[src/rtl/regfile_cmd_seq_pkg.sv]
// regfile_cmd_seq_pkg: shared encodings and default sizes for the
// register-file command sequencer (commands, FSM states, widths).
package regfile_cmd_seq_pkg;

  localparam int DEF_DW = 16;
  localparam int DEF_AW = 3;

  typedef enum logic [1:0] {
    OP_NOP  = 2'd0,
    OP_MOVE = 2'd1,
    OP_LOAD = 2'd2,
    OP_READ = 2'd3
  } op_t;

  typedef enum logic [1:0] {
    IDLE = 2'd0,
    WR   = 2'd1,
    RD1  = 2'd2,
    RD2  = 2'd3
  } state_t;

endpackage

[src/rtl/regfile_cmd_seq_if.sv]
// regfile_cmd_seq_if: command stream and response stream between a host
// (master) and the register-file sequencer (slave).
interface regfile_cmd_seq_if #(
  parameter int DW = regfile_cmd_seq_pkg::DEF_DW,
  parameter int AW = regfile_cmd_seq_pkg::DEF_AW
);
  logic          cmd_valid;
  logic          cmd_ready;
  logic [1:0]    cmd_op;
  logic [AW-1:0] cmd_rs;
  logic [AW-1:0] cmd_rd;
  logic [DW-1:0] cmd_data;
  logic          rsp_valid;
  logic          rsp_ready;
  logic [DW-1:0] rsp_data;
  logic [AW-1:0] rsp_reg;

  modport master (
    output cmd_valid, cmd_op, cmd_rs, cmd_rd, cmd_data, rsp_ready,
    input  cmd_ready, rsp_valid, rsp_data, rsp_reg
  );

  modport slave (
    input  cmd_valid, cmd_op, cmd_rs, cmd_rd, cmd_data, rsp_ready,
    output cmd_ready, rsp_valid, rsp_data, rsp_reg
  );
endinterface

[src/rtl/regfile_cmd_seq_rsp.sv]
// regfile_cmd_seq_rsp: one-entry holding register for READ results.
// A capture loads the entry; it stays valid and stable until the
// consumer accepts it with ready.
module regfile_cmd_seq_rsp #(
  parameter int DW = regfile_cmd_seq_pkg::DEF_DW,
  parameter int AW = regfile_cmd_seq_pkg::DEF_AW
) (
  input  logic          clk,
  input  logic          rst_n,
  input  logic          capture,
  input  logic [DW-1:0] cap_data,
  input  logic [AW-1:0] cap_reg,
  input  logic          ready,
  output logic          valid,
  output logic [DW-1:0] data,
  output logic [AW-1:0] idx
);

  // Load a new result on capture, otherwise drop valid once it is accepted.
  always_ff @(posedge clk or negedge rst_n) begin
    if (!rst_n) begin
      valid <= 1'b0;
      data  <= '0;
      idx   <= '0;
    end else if (capture) begin
      valid <= 1'b1;
      data  <= cap_data;
      idx   <= cap_reg;
    end else if (valid && ready) begin
      valid <= 1'b0;
    end
  end

endmodule

[src/rtl/regfile_cmd_seq.sv]
// regfile_cmd_seq: turns a valid/ready command stream (NOP/MOVE/LOAD/READ)
// into registered strobes for the 8x16 register file and returns READ
// results through a one-entry response register.
// Optional feature macro: REGSEQ_STATS_EN adds stat_cmds/stat_reads counters.
module regfile_cmd_seq
  import regfile_cmd_seq_pkg::*;
#(
  parameter int DW = DEF_DW,
  parameter int AW = DEF_AW
) (
  input  logic                clk,
  input  logic                rst_n,
  regfile_cmd_seq_if.slave    bus,
  output logic                rf_move,
  output logic                rf_in,
  output logic [AW-1:0]       rf_rs,
  output logic [AW-1:0]       rf_rd,
  output logic [DW-1:0]       rf_data_in,
  input  logic [DW-1:0]       rf_data_out
`ifdef REGSEQ_STATS_EN
  ,
  output logic [15:0]         stat_cmds,
  output logic [15:0]         stat_reads
`endif
);

  state_t        state, state_d;
  logic          move_d;
  logic          in_d;
  logic [AW-1:0] rs_d;
  logic [AW-1:0] rd_d;
  logic [DW-1:0] data_d;
  logic          capture;
  logic          accept;
  logic          rsp_valid_int;
  logic [DW-1:0] rsp_data_int;
  logic [AW-1:0] rsp_reg_int;

  // New commands only in IDLE/WR and only while no response is pending,
  // so the response register can never be overwritten.
  assign bus.cmd_ready = ((state == IDLE) || (state == WR)) && !rsp_valid_int;
  assign accept        = bus.cmd_valid && bus.cmd_ready;

  // Next-state and next-strobe decode; index/data registers hold by default.
  always_comb begin
    state_d = IDLE;
    move_d  = 1'b0;
    in_d    = 1'b0;
    rs_d    = rf_rs;
    rd_d    = rf_rd;
    data_d  = rf_data_in;
    capture = 1'b0;
    case (state)
      IDLE, WR: begin
        if (accept) begin
          case (op_t'(bus.cmd_op))
            OP_MOVE: begin
              move_d  = 1'b1;
              rs_d    = bus.cmd_rs;
              rd_d    = bus.cmd_rd;
              state_d = WR;
            end
            OP_LOAD: begin
              in_d    = 1'b1;
              rd_d    = bus.cmd_rd;
              data_d  = bus.cmd_data;
              state_d = WR;
            end
            OP_READ: begin
              move_d  = 1'b1;
              rs_d    = bus.cmd_rs;
              rd_d    = bus.cmd_rs;
              state_d = RD1;
            end
            default: state_d = IDLE;
          endcase
        end
      end
      RD1: begin
        move_d  = 1'b1;
        state_d = RD2;
      end
      RD2: begin
        capture = 1'b1;
        state_d = IDLE;
      end
      default: state_d = IDLE;
    endcase
  end

  // State and register-file drive registers.
  always_ff @(posedge clk or negedge rst_n) begin
    if (!rst_n) begin
      state      <= IDLE;
      rf_move    <= 1'b0;
      rf_in      <= 1'b0;
      rf_rs      <= '0;
      rf_rd      <= '0;
      rf_data_in <= '0;
    end else begin
      state      <= state_d;
      rf_move    <= move_d;
      rf_in      <= in_d;
      rf_rs      <= rs_d;
      rf_rd      <= rd_d;
      rf_data_in <= data_d;
    end
  end

  regfile_cmd_seq_rsp #(.DW(DW), .AW(AW)) u_rsp (
    .clk      (clk),
    .rst_n    (rst_n),
    .capture  (capture),
    .cap_data (rf_data_out),
    .cap_reg  (rf_rs),
    .ready    (bus.rsp_ready),
    .valid    (rsp_valid_int),
    .data     (rsp_data_int),
    .idx      (rsp_reg_int)
  );

  assign bus.rsp_valid = rsp_valid_int;
  assign bus.rsp_data  = rsp_data_int;
  assign bus.rsp_reg   = rsp_reg_int;

`ifdef REGSEQ_STATS_EN
  // Count accepted non-NOP commands and delivered responses; both wrap.
  always_ff @(posedge clk or negedge rst_n) begin
    if (!rst_n) begin
      stat_cmds  <= 16'd0;
      stat_reads <= 16'd0;
    end else begin
      if (accept && (op_t'(bus.cmd_op) != OP_NOP))
        stat_cmds <= stat_cmds + 16'd1;
      if (rsp_valid_int && bus.rsp_ready)
        stat_reads <= stat_reads + 16'd1;
    end
  end
`endif

endmodule

[src/flat_wrapper.sv]
// flat-port wrapper written by rule: the top's interface ports become plain ports
module regfile_cmd_seq_flat import regfile_cmd_seq_pkg::*;
#(
  parameter int DW = DEF_DW,
  parameter int AW = DEF_AW
)
  (clk, rst_n, rf_move, rf_in, rf_rs, rf_rd, rf_data_in, rf_data_out, bus_cmd_valid, bus_cmd_op, bus_cmd_rs, bus_cmd_rd, bus_cmd_data, bus_rsp_ready, bus_cmd_ready, bus_rsp_valid, bus_rsp_data, bus_rsp_reg);
  regfile_cmd_seq_if #(.DW(DW), .AW(AW)) bus_i ();
  input  logic clk;
  input  logic rst_n;
  output logic rf_move;
  output logic rf_in;
  output logic [AW-1:0] rf_rs;
  output logic [AW-1:0] rf_rd;
  output logic [DW-1:0] rf_data_in;
  input  logic [DW-1:0] rf_data_out;
  input wire logic [$bits(bus_i.cmd_valid)-1:0] bus_cmd_valid;
  input wire logic [$bits(bus_i.cmd_op)-1:0] bus_cmd_op;
  input wire logic [$bits(bus_i.cmd_rs)-1:0] bus_cmd_rs;
  input wire logic [$bits(bus_i.cmd_rd)-1:0] bus_cmd_rd;
  input wire logic [$bits(bus_i.cmd_data)-1:0] bus_cmd_data;
  input wire logic [$bits(bus_i.rsp_ready)-1:0] bus_rsp_ready;
  output wire logic [$bits(bus_i.cmd_ready)-1:0] bus_cmd_ready;
  output wire logic [$bits(bus_i.rsp_valid)-1:0] bus_rsp_valid;
  output wire logic [$bits(bus_i.rsp_data)-1:0] bus_rsp_data;
  output wire logic [$bits(bus_i.rsp_reg)-1:0] bus_rsp_reg;
  assign bus_i.cmd_valid = bus_cmd_valid;
  assign bus_i.cmd_op = bus_cmd_op;
  assign bus_i.cmd_rs = bus_cmd_rs;
  assign bus_i.cmd_rd = bus_cmd_rd;
  assign bus_i.cmd_data = bus_cmd_data;
  assign bus_i.rsp_ready = bus_rsp_ready;
  assign bus_cmd_ready = bus_i.cmd_ready;
  assign bus_rsp_valid = bus_i.rsp_valid;
  assign bus_rsp_data = bus_i.rsp_data;
  assign bus_rsp_reg = bus_i.rsp_reg;
  regfile_cmd_seq #(.DW(DW), .AW(AW)) u_core (.clk(clk), .rst_n(rst_n), .bus(bus_i), .rf_move(rf_move), .rf_in(rf_in), .rf_rs(rf_rs), .rf_rd(rf_rd), .rf_data_in(rf_data_in), .rf_data_out(rf_data_out));
endmodule
[config.mk]
export PLATFORM = sky130hd
export DESIGN_NAME = regfile_cmd_seq_flat
export DESIGN_NICKNAME = d
export VERILOG_FILES = /design/src/rtl/regfile_cmd_seq_pkg.sv /design/src/rtl/regfile_cmd_seq_if.sv /design/src/rtl/regfile_cmd_seq_rsp.sv /design/src/rtl/regfile_cmd_seq.sv /design/src/flat_wrapper.sv
export SDC_FILE = /design/constraint.sdc
export NUM_CORES = 1
export LEC_CHECK = 0
export CORE_MARGIN = 4
export CORE_UTILIZATION = 35
export CTS_CLUSTER_DIAMETER = 50
export CTS_CLUSTER_SIZE = 40
export DETAILED_ROUTE_END_ITERATION = 10
export GPL_ROUTABILITY_DRIVEN = 0
export PLACE_DENSITY = 0.73
export SYNTH_ARGS = -nofsm -noshare
export SYNTH_HDL_FRONTEND = slang
export SYNTH_SLANG_ARGS = --single-unit
[constraint.sdc]
create_clock -name clk -period 1.5 [get_ports clk]
set_input_delay 0.15 -clock clk [delete_from_list [all_inputs] [get_ports clk]]
set_output_delay 0.15 -clock clk [all_outputs]
set_load 0.02 [all_outputs]
==> run_results.csv, run 1 <==
group,metric,value,unit
synth,synth_cell_type_count,20,
critical_path,crit_family,"buffers and inverters",
finish,drive_above_1_share,0.276,
sta,min_period_over_period,0.958,
place,placed_cell_area,2880,um^2
clock_tree,insertion_delay,0.29,ns
detailed_routing,met2_length,1690,um
place,dp_hpwl,3160,um
grt,antenna_found_initial,0,
sta,rsz0062_at_grt,"false",
detailed_routing,num_vias,1266,
sta,setup_ws,0.0627,ns
detailed_routing,top_layer,"met4",
critical_path,path_cells,"clkdlybuf4s50_1",
sta,tightestPinTransition,0.440,ns
sta,slew_viol_final,0,
clock_tree,cts_buffers,5,
detailed_routing,via_per_inst,4.41,
sta,slew_headroom,0.706,
critical_path,r2r-start,"u_core.state[1]",
synth,syn-num-nets,165,
synth,yosysSeqAreaShare,0.619,
synth,ys.flop_type,"dfrtp_1",
synth,netlist_top_cells_count,"46 x dfrtp_1, 29 x mux2_2, 9 x mux2_4",
clock_tree,postCtsSetupBuffers,0,
critical_path,crit_type,"reg -> out",
sta,fin_crit,1.44,ns
grt,track_usage,0.130,
critical_path,cp.arrival,1.29,ns
synth,ys_seq_elements,46,
finish,nFillCells,452,
clock_tree,cts.sinks,46,
floorplanning,dieWidth,80.9,um
clock_tree,cts_buffer_depth,2,
synth,netlist_instances,116,
critical_path,cp_slowest_cell,"clkdlybuf4s50_1",
floorplanning,io_pins,89,
synth,synth_warnings,0,
detailed_routing,routedWlPerCell,14.4,um
grt,grt_pass1_vias,1385,
synth,synthAdderAreaFrac,0.0336,
run,drv_cap,0,
critical_path,critPathMaxFanout,3,
detailed_routing,wl_met1,1860,um
detailed_routing,wl_met3,543,um
sta,max_freq,696,MHz
critical_path,worst-path-buf-inv,1,
detailed_routing,detail-route-antenna-nets,0,
synth,synth-compound-area-share,0.0229,
synth,synth-simple-area-share,0.0316,
critical_path,crit_start,"u_core.rf_rs[1]",
critical_path,cp-end-kind,"output port",
floorplanning,rows,26,
finish,area_growth,61.0,%
finish,finalInstanceArea,2990,um^2
synth,yosys.area.top_type,"dfrtp_1",
sta,hold_viol,0,
finish,final_nets,265,
synth,synth_top_family_by_area,"multiplexers",
grt,grt_pass1_wl,6440,um
finish,multi_input_area,666,um^2
floorplanning,core_area,5140,um^2
critical_path,worst_setup_path_start_kind,"register",
synth,synth_edf_count,0,
finish,ff_latch_area,1150,um^2
critical_path,required,1.35,ns
detailed_routing,wirelength,4140,um
synth,synth.area.top_cells,"dfrtp_1 62%, mux2_2 18%, mux2_4 7.3%",
floorplanning,start_util,0.362,
clock_tree,cts_root_buffer,"clkbuf_8",
floorplanning,die-area,6540,um^2
synth,syn_avg_cell_area,16.0,um^2
pwr,irDropWorstVdd,1.02,mV
clock_tree,cts.clk_slew.worst_paths,0.08,ns
min_path,min_path_type,"in -> async",
pwr,power_density,2040,nW/um^2
detailed_routing,drt_pass1_iterations,4,
place,dpl_worst_slack,-0.195,ns
pwr,fin_total_pwr,6.10,mW
synth,synthXorXnorAreaFrac,0,
synth,synthArstFlopShare,1.00,
critical_path,cpPeakStageDelay,0.62,ns
outcome,status,"complete, no violations",
synth,syn_area,1860,um^2
synth,synthMuxAreaShare,0.264,
detailed_routing,drt_iter0_drc,8,
clock_tree,cts_tree,"done",
grt,grt_start_max_net_pins,29,
sta,finalSetupViolations,0,
floorplanning,fp.dieH,80.9,um
pwr,leakage,1.30,nW
sta,clock_skew,0.00467,ns
detailed_routing,drc,0,
synth,synth_top_area_frac,0.619,
clock_tree,htreeDepth,2,
finish,diodes,0,
grt,overflow,0,
finish,fin_cells,287,
synth,yosysMostFrequentCell,"dfrtp_1",
place,io_buffers,88,
place,place_inst,278,
-- timing repair --
| action | 4_1_cts | 5_1_grt |
|---|---|---|
| hold buffers | 1 | 0 |
| hold endpoints to repair | 18 | 0 |
| pin swaps | 0 | 0 |
| resized for setup | 2 | 4 |
| endpoints found under the setup margin | 2 | 8 |
-- metal layers --
metal	GRT usage	vias to the layer above
met1	0.165	591
li1	-	596
met5	0	-
met3	0.0654	6
met4	0.0405	0
met2	0.195	73
-- metrics by stage --
step                      TNS, ns  hold WS [ns]   util
after floorplan            -0.437        -0.146      -
after detailed placement    -3.41         0.118  0.560
final                           0         0.333  0.582
after global placement      -2.91         0.121  0.560
after global routing            0         0.369  0.582
after CTS                       0         0.334  0.580
-- final cells by class --
type	count	share of cell area
Clock inverter	1	0.00167
Multi-Input combinational cell	63	0.222
Timing Repair Buffer	97	0.329
Sequential cell	46	0.385
Clock buffer	7	0.0288
Tap cell	70	0.0293
Inverter	3	0.00376
-- flip-flops by register name, summed over array words and instances (netlist names) --
signal / cells
u_core.u_rsp.data: 16
u_core.u_rsp.idx: 3
u_core.u_rsp.valid: 1
u_core.rf_rs: 3
u_core.rf_data_in: 16
u_core.rf_in: 1
u_core.rf_move: 1
u_core.state: 2
u_core.rf_rd: 3
-- power by group --
| group | internal [mW] | switching, mW |
|---|---|---|
| registers | 1.86 | 0.329 |
| clock network | 0.372 | 0.375 |
| logic | 1.76 | 1.40 |
-- layout by cell type (no fill, tap or decap), types with 2 or more instances in the layout --
master,netlist,routed
dfrtp_2,0,2
ha_1,5,5
mux2_2,29,29
dlygate4sd2_1,0,2
a21o_1,2,2
inv_1,3,3
clkdlybuf4s50_1,0,84
mux2i_1,3,3
mux2_4,9,9
clkbuf_8,0,6
nor2_1,4,4
buf_4,0,5
buf_12,1,3
a21oi_1,3,3
dfrtp_1,46,44
-- worst paths after layout --
path	end	slack (ns)	depth (start not counted)
worst max-delay path	rf_rs[1]	0.06	1
worst min-delay path	u_core.rf_data_in[11]	0.33	2
worst max register to register	u_core.rf_data_in[5]	0.07	4
worst min register to register	u_core.u_rsp.data[8]	0.51	1
max in group asynchronous	u_core.state[1]	0.66	3
min in group clk	u_core.u_rsp.valid	0.41	2
-- cell families (layout without fill, tap and decap cells) --
| group | count (synthesis) | in the layout |
|---|---|---|
| AOI/OAI and AO/OA | 7 | 7 |
| adders and majority gates | 5 | 5 |
| DFF | 46 | 46 |
| muxes | 41 | 41 |
| buffers and inverters | 7 | 108 |
| and+or+nand+nor | 10 | 10 |
(Power assumes the default switching activity.)
==> run 2, diff against run 1 <==
clock period = 1.2 ns   (was 1.5 ns; I/O delays follow)
==> run 2 against run 1 <==
Against the previous run:
- largest cell class unchanged
- global-route usage rose by 0.44 points
- sequential power rose by 25%
- critical path depth rose by 3
- register-to-register slack got worse by 0.29 ns
- worst setup slack got worse by 0.28 ns
- final cell count rose by 2.1%
- combinational power rose by 18%
- the run now ends with negative setup slack left
- critical endpoint is now u_core.rf_data_in[1]
- die area did not move
==> run_results.csv, run 2 (synthesized netlist as in run 1, its figures left out) <==
group,metric,value,unit
floorplanning,core_area,5140,um^2
clock_tree,cts.sinks,46,
sta,max_freq,706,MHz
finish,top_regs,"u_core.rf_data_in (16), u_core.u_rsp.data (16)",
sta,tightestPinTransition,0.247,ns
critical_path,worst_setup_path_start_kind,"register",
clock_tree,insertion_delay,0.28,ns
critical_path,critPathMaxFanout,9,
critical_path,cp.arrival,1.59,ns
grt,overflow,0,
finish,area_growth,65.9,%
floorplanning,start_util,0.362,
sta,hold_viol,0,
clock_tree,cts_tree,"done",
sta,setup_tns,-4.82,ns
clock_tree,cts.clk_slew.worst_paths,0.08,ns
grt,track_usage,0.135,
clock_tree,cts_root_buffer,"clkbuf_8",
detailed_routing,routedWlPerCell,15.4,um
detailed_routing,detail-route-antenna-nets,0,
critical_path,required,1.37,ns
finish,diodes,0,
critical_path,reg2reg_depth,4,
sta,min_period_over_period,1.18,
grt,grt_pass1_wl,6760,um
floorplanning,dieWidth,80.9,um
finish,multi_input_area,721,um^2
detailed_routing,drc,0,
finish,finalInstanceArea,3090,um^2
finish,layout_common_cells,"45 x dlygate4sd2_1, 45 x dfrtp_1, 40 x clkdlybuf4s50_1, 25 x mux2_2, 13 x mux2_4",
detailed_routing,wirelength,4520,um
finish,drive_above_1_share,0.314,
pwr,power.net_switching,2.74,mW
critical_path,crit_type,"reg -> reg",
detailed_routing,num_vias,1321,
finish,final_nets,271,
detailed_routing,drt_pass1_iterations,3,
pwr,power_density,2410,nW/um^2
sta,clock_skew,0.00382,ns
place,dp_hpwl,3190,um
place,io_buffers,88,
sta,slew_viol_final,0,
finish,ff_latch_area,1150,um^2
clock_tree,htreeDepth,2,
outcome,violations,"negative setup slack",
floorplanning,fp.dieH,80.9,um
sta,setup_ws,-0.216,ns
finish,nFillCells,446,
grt,grt_start_max_net_pins,47,
pwr,irDropWorstVdd,1.13,mV
floorplanning,die-area,6540,um^2
clock_tree,cts_buffer_depth,2,
pwr,switching_share,0.369,
grt,antenna_found_initial,0,
min_path,min_path_type,"in -> async",
critical_path,cp-end-kind,"register",
clock_tree,cts_buffers,5,
floorplanning,rows,26,
sta,hold_ws,0.357,ns
pwr,leakage,1.44,nW
place,placed_cell_area,2910,um^2
sta,rsz0062_at_grt,"true",
pwr,p_comb_frac,0.503,
outcome,status,"complete, but fails checks",
sta,fin_crit,1.42,ns
grt,grt_pass1_vias,1403,
pwr,intPower,4.69,mW
detailed_routing,drt_iter0_drc,17,
run,drv_cap,0,
pwr,p_clk_frac,0.127,
floorplanning,io_pins,89,
sta,slew_headroom,0.836,
detailed_routing,via_per_inst,4.51,
pwr,p_seq_frac,0.369,
pwr,fin_total_pwr,7.42,mW
sta,finalSetupViolations,42,
place,dpl_worst_slack,-0.462,ns
## run 2: metrics by stage
step	cells	utilization
3_5_place_dp	280	0.565
2_1_floorplan	116	-
6_report	293	0.600
5_1_grt	293	0.600
3_3_place_gp	280	0.565
4_1_cts	292	0.593
## run 2: timing repair
action,CTS,global route
pin swaps,2,2
setup endpoints to repair,87,42
buffers inserted,1,0
cloned,2,1
gates resized for setup,64,3
hold endpoints to repair,46,0
hold buffers,1,0
## run 2: power by group through the flow
| stage | clock [mW] | combinational, mW | sequential [mW] |
|---|---|---|---|
| 2_1_floorplan | 0 | 1.10 | 3.65 |
| 6_report | 0.944 | 3.74 | 2.74 |
| 4_1_cts | 0.985 | 3.74 | 2.75 |
| 3_3_place_gp | 0 | 4.01 | 2.75 |
| 5_1_grt | 1.04 | 3.99 | 2.85 |
| 3_5_place_dp | 0 | 4.06 | 2.77 |
## run 2: path summary, 6_finish.rpt
path	slack [ns]	end	start
min in group clk	0.39	u_core.u_rsp.valid	bus_rsp_ready
max reg2reg	-0.22	u_core.rf_data_in[1]	u_core.u_rsp.valid
min	0.36	u_core.rf_data_in[10]	rst_n
max in group asynchronous	0.61	u_core.u_rsp.valid	rst_n
max	-0.22	u_core.rf_data_in[1]	u_core.u_rsp.valid
min reg2reg	0.50	u_core.u_rsp.data[13]	u_core.u_rsp.data[13]
## run 2: area by class of cell
type	count	area share
timing repair buffer	103	0.331
clock buffer	7	0.0280
tap	70	0.0284
multi-input combinational	63	0.234
sequential	46	0.373
clock inverter	1	0.00162
inverter	3	0.00365
## run 2: routing by layer
| layer | track usage | part of all wire | vias up |
|---|---|---|---|
| met5 | 0 | 0 | - |
| met4 | 0.0152 | 0.0035 | 0 |
| met3 | 0.0610 | 0.11 | 2 |
| met2 | 0.211 | 0.41 | 76 |
| met1 | 0.177 | 0.48 | 627 |
| li1 | - | - | 616 |
## run 2: critical path, stage by stage (launching register included)
cell	delay [ns]
dfrtp_2	0.43
nor3b_4	0.19
and2_4	0.21
buf_12	0.13
mux2_2	0.33
==> run 3, diff against run 2 <==
CORE_UTILIZATION = 36   (was 35)
PLACE_DENSITY = 0.75   (was 0.73)
==> run 3 against run 2 <==
Against the previous run:
- the run still ends with negative setup slack left
- critical path depth unchanged
- register-to-register slack about the same
- highest routed layer unchanged
- sequential cell count unchanged
- fmax decreased by 0.70%
- combinational power increased by 10%
- clock skew increased by 0.0067 ns
- critical endpoint is now u_core.rf_data_in[4]
==> run_results.csv, run 3 (synthesized netlist as in run 1, its figures left out) <==
group,metric,value,unit
outcome,status,"complete, but fails checks",
outcome,violations,"negative setup slack",
finish,nFillCells,380,
place,io_buffers,88,
sta,min_period_over_period,1.19,
grt,grt_pass1_wl,7400,um
sta,setup_ws,-0.226,ns
finish,layout_commonest_cell,"dfrtp_1",
pwr,power_density,2450,nW/um^2
floorplanning,fp.dieH,79.9,um
detailed_routing,drt_pass1_iterations,3,
critical_path,worst-path-buf-inv,1,
critical_path,crit_family,"simple AND/OR/NAND/NOR gates",
finish,top_regs,"u_core.rf_data_in (16), u_core.u_rsp.data (16)",
grt,antenna_found_initial,0,
detailed_routing,drc,0,
critical_path,critPathMaxFanout,9,
detailed_routing,drt_iter0_drc,13,
run,drv_cap,0,
critical_path,r2r-start,"u_core.state[1]",
clock_tree,cts_buffers,5,
critical_path,cpPeakStageDelay,0.41,ns
sta,slew_viol_final,0,
critical_path,cp-end-kind,"register",
critical_path,crit_start,"u_core.state[1]",
clock_tree,cts_buffer_depth,2,
critical_path,r2r_end,"u_core.rf_data_in[4]",
clock_tree,cts.sinks,46,
clock_tree,cts.clk_slew.worst_paths,0.09,ns
finish,final_nets,272,
grt,track_usage,0.151,
detailed_routing,via_per_inst,4.61,
floorplanning,die-area,6380,um^2
clock_tree,cts_root_buffer,"clkbuf_8",
min_path,min_path_type,"in -> async",
finish,area_growth,70.9,%
sta,clock_skew,0.0105,ns
critical_path,required,1.37,ns
critical_path,worst_setup_path_start_kind,"register",
floorplanning,rows,25,
floorplanning,io_pins,89,
critical_path,cp.arrival,1.60,ns
clock_tree,insertion_delay,0.29,ns
place,place_inst,277,
critical_path,path_cells,"nor3b_2 > and2_4 > buf_12 > mux2_2",
grt,grt_pass1_vias,1560,
clock_tree,cts_tree,"done",
sta,rsz0062_at_grt,"true",
grt,top_usage_layer,"met2",
sta,finalSetupViolations,42,
pwr,leakage,1.52,nW
pwr,irDropWorstVdd,1.24,mV
detailed_routing,routedWlPerCell,16.7,um
grt,grt_start_max_net_pins,47,
critical_path,crit_type,"reg -> reg",
clock_tree,htreeDepth,2,
sta,fin_crit,1.43,ns
grt,overflow,0,
pwr,p_comb_frac,0.530,
pwr,fin_total_pwr,7.80,mW
critical_path,cp_slowest_cell,"dfrtp_1",
pwr,p_seq_frac,0.356,
critical_path,reg2reg_depth,4,
floorplanning,core_area,4850,um^2
pwr,switching_share,0.371,
sta,slew_headroom,0.832,
detailed_routing,num_vias,1338,
pwr,power.net_switching,2.89,mW
grt,grt_util_met1,0.169,
finish,drive_above_1_share,0.323,
finish,diodes,0,
sta,max_freq,701,MHz
sta,hold_viol,0,
floorplanning,dieWidth,79.9,um
finish,fin_cells,290,
pwr,p_clk_frac,0.114,
detailed_routing,wirelength,4860,um
critical_path,reg2reg_slack,-0.23,ns
place,dp_hpwl,3400,um
floorplanning,start_util,0.383,
finish,layout_common_cells,"45 x dfrtp_1, 42 x dlygate4sd2_1, 40 x clkdlybuf4s50_1, 27 x mux2_4, 11 x mux2_2",
grt,use_met2,0.267,
pwr,intPower,4.90,mW
sta,tightestPinTransition,0.252,ns
grt,gr-usage-met3,0.0519,
detailed_routing,detail-route-antenna-nets,0,
run 3: cell type report:
class / instances / area, um^2 / share of cell area
clock buffers: 6 / 72.6 / 0.0228
clock inverters: 1 / 7.51 / 0.00236
inverters: 3 / 11.3 / 0.00354
multi-input cells: 63 / 785 / 0.247
flip-flops and latches: 46 / 1150 / 0.363
well taps: 67 / 83.8 / 0.0264
repair buffers: 104 / 1070 / 0.335
run 3: per-stage QoR:
stage	utilization	setup TNS, ns	area, um^2	hold slack (ns)	setup WS, ns
after floorplan	-	-5.83	1870	-0.176	-0.349
after global placement	0.599	-10.31	2900	0.109	-0.466
after detailed placement	0.599	-12.35	2900	0.123	-0.559
after CTS	0.626	-5.61	3040	0.328	-0.245
after global routing	0.655	-8.79	3180	0.386	-0.277
final	0.655	-6.99	3180	0.328	-0.226
run 3: worst max-delay path by stage:
stage                            end  depth (start not counted)
4_1_cts         u_core.rf_data_in[2]                          4
3_3_place_gp         u_core.rf_rd[1]                          7
2_1_floorplan  u_core.rf_data_in[10]                          5
6_report        u_core.rf_data_in[4]                          4
5_1_grt         u_core.rf_data_in[4]                          4
3_5_place_dp         u_core.rf_rd[0]                          7
run 3: repair_timing:
| action | 4_1_cts | 5_1_grt |
|---|---|---|
| endpoints found under the setup margin | 87 | 45 |
| endpoints found under the hold margin | 46 | 0 |
| cloned | 2 | 2 |
| setup buffers | 0 | 1 |
| pin swaps | 3 | 1 |
| hold buffers | 1 | 0 |
| resized for setup | 65 | 27 |
run 3: power by group through the flow:
stage,clock [mW],sequential (mW),combinational (mW)
after floorplan,0,3.65,1.10
after detailed placement,0,2.78,4.11
after global placement,0,2.73,4.02
after CTS,0.909,2.76,3.79
after global routing,0.980,2.88,4.36
final,0.888,2.78,4.13
run 3: metal layers:
layer  vias up  part of all wire
li1        612                 -
met5         -                 0
met2        59              0.51
met4         0            0.0087
met3         5             0.081
met1       662              0.40
run 3: tightest hold or removal path, delay by kind of cell:
| family | cells | cell delay [ns] |
|---|---|---|
| buf+inv | 3 | 0.88 |
==> patch: new RTL, settings of run 2 <==
The package constant `DEF_DW` goes from 16 to 32.
--- a/src/rtl/regfile_cmd_seq_pkg.sv
+++ b/src/rtl/regfile_cmd_seq_pkg.sv
@@ -3,5 +3,5 @@
 package regfile_cmd_seq_pkg;
 
-  localparam int DEF_DW = 16;
+  localparam int DEF_DW = 32;
   localparam int DEF_AW = 3;
 
Ports: changed (resized bus_cmd_data, bus_rsp_data, rf_data_in and rf_data_out); port bits go from 89 to 153. No check against the original RTL was run, so the function may have changed too.
==> patch against run 2 <==
- the flow still finishes with violations (negative setup slack)
- sequential power rose by 71%
- wire length up 89%
- worst setup slack got worse by 0.093 ns
- sequential cell count is 32 higher
- combinational power grew 85%
- area after synthesis grew 69%
- via count grew 65%
- power is 85% higher
- design area rose by 74%
==> patch: results (changes against run 2) <==
status=finished, violations left (unchanged); failing checks=negative setup slack (unchanged); H-tree depth=3 (was 2); Worst Slack Setup Final=-0.309 ns (was -0.216 ns); met3 GRT Util=5.55% (was 6.10%); non-clock buffer count=186 (was 103); DRT Pass-1 Iters=4 (was 3); sw power=0.00496 W (was 0.00274 W); CP top delay family=simple AND/OR/NAND/NOR gates (was flip-flops); Post-Syn Area per Cell=17.2 µm² (was 16.0 µm²); CLK BUF=11 (was 7); DR WL/cell=17.6 µm (was 15.4 µm); r2r worst-path depth=5 (was 4); Mapped Nets=264 (was 165); DR vias=2186 (was 1321); met3 wire length=712 µm (was 494 µm); pre-CTS WS=-0.529 ns (was -0.462 ns); Synth Area in Compound Gates=1.35% (was 2.29%); violation count after the first detailed-route iteration=44 (was 17); Leak=2.49 nW (was 1.44 nW); Multi-input gate area=1190 µm² (was 721 µm²); Layout fillers=654 (was 446); detailed placer's ending HPWL=5.73 mm (was 3.19 mm); Arrival @ worst endpoint=1.74 ns (was 1.59 ns); Final Skew=0.0143 ns (was 0.00382 ns); P_clk=0.00215 W (was 0.000944 W); met1 Use GR=20.6% (was 17.7%); mux contribution to synthesized area=29.5% (was 26.4%); Post-Synth Adder-Cell Area=1.99% (was 3.36%); setup_tns=-17.79 ns (was -4.82 ns); vias in the first global route=2386 (was 1403); fraction of area in multi-input gates=22.1% (was 23.4%); post-cts sizing count=108 (was 64); share of layout cells above drive strength 1=41.3% (was 31.4%); largest registers=u_core.rf_data_in (32), u_core.u_rsp.data (32) (was u_core.rf_data_in (16), u_core.u_rsp.data (16)); Critical R2R Capture=u_core.rf_data_in[29]$_DFFE_PN0P_ (was u_core.rf_data_in[1]$_DFFE_PN0P_); Worst VDD drop=1.18 mV (was 1.13 mV); Final non-clock buffer share=34.9% (was 33.1%); Port Buffers=152 (was 88); Crit Path Max Fanout=8 (was 9); sequential share of the synthesized area=62.2% (was 61.9%); worst slew pin tran=0.374 ns (was 0.247 ns); GR Util met2=26.3% (was 21.1%); final setup violation count=76 (was 42); largest net degree at the start of global routing=37 (was 47); Pwr Total=0.0138 W (was 0.00742 W); synth top area cells=dfrtp_1 (62%), mux2_2 (15%), mux2_4 (14%), ha_1 (2.0%), buf_12 (1.9%) (was dfrtp_1 (62%), mux2_2 (18%), mux2_4 (7.3%), ha_1 (3.4%), mux2i_1 (1.6%)); Num CTS Buffers=9 (was 5); Tot GR Track Use=16.0% (was 13.5%); hold slack=0.258 ns (was 0.357 ns); synth cell count leaders=dfrtp_1 (78), mux2_2 (41), mux2_4 (29) (was dfrtp_1 (46), mux2_2 (29), mux2_4 (9))
[patch: changes by cell type after synthesis, sizes merged]
cell	change
buf	+3
dfrtp	+32
mux2	+32
[patch: how the worst max path moves through the flow]
stage	start	cells past startpoint	end
3_3_place_gp	bus_cmd_valid	5	u_core.rf_data_in[1]$_DFFE_PN0P_
2_1_floorplan	u_core.u_rsp.valid$_DFFE_PN0P_	5	u_core.rf_data_in[10]$_DFFE_PN0P_
4_1_cts	u_core.state[1]$_DFF_PN0_	5	u_core.rf_data_in[9]$_DFFE_PN0P_
3_5_place_dp	bus_cmd_valid	5	u_core.rf_data_in[3]$_DFFE_PN0P_
6_report	u_core.u_rsp.valid$_DFFE_PN0P_	5	u_core.rf_data_in[29]$_DFFE_PN0P_
5_1_grt	u_core.u_rsp.valid$_DFFE_PN0P_	5	u_core.rf_data_in[27]$_DFFE_PN0P_
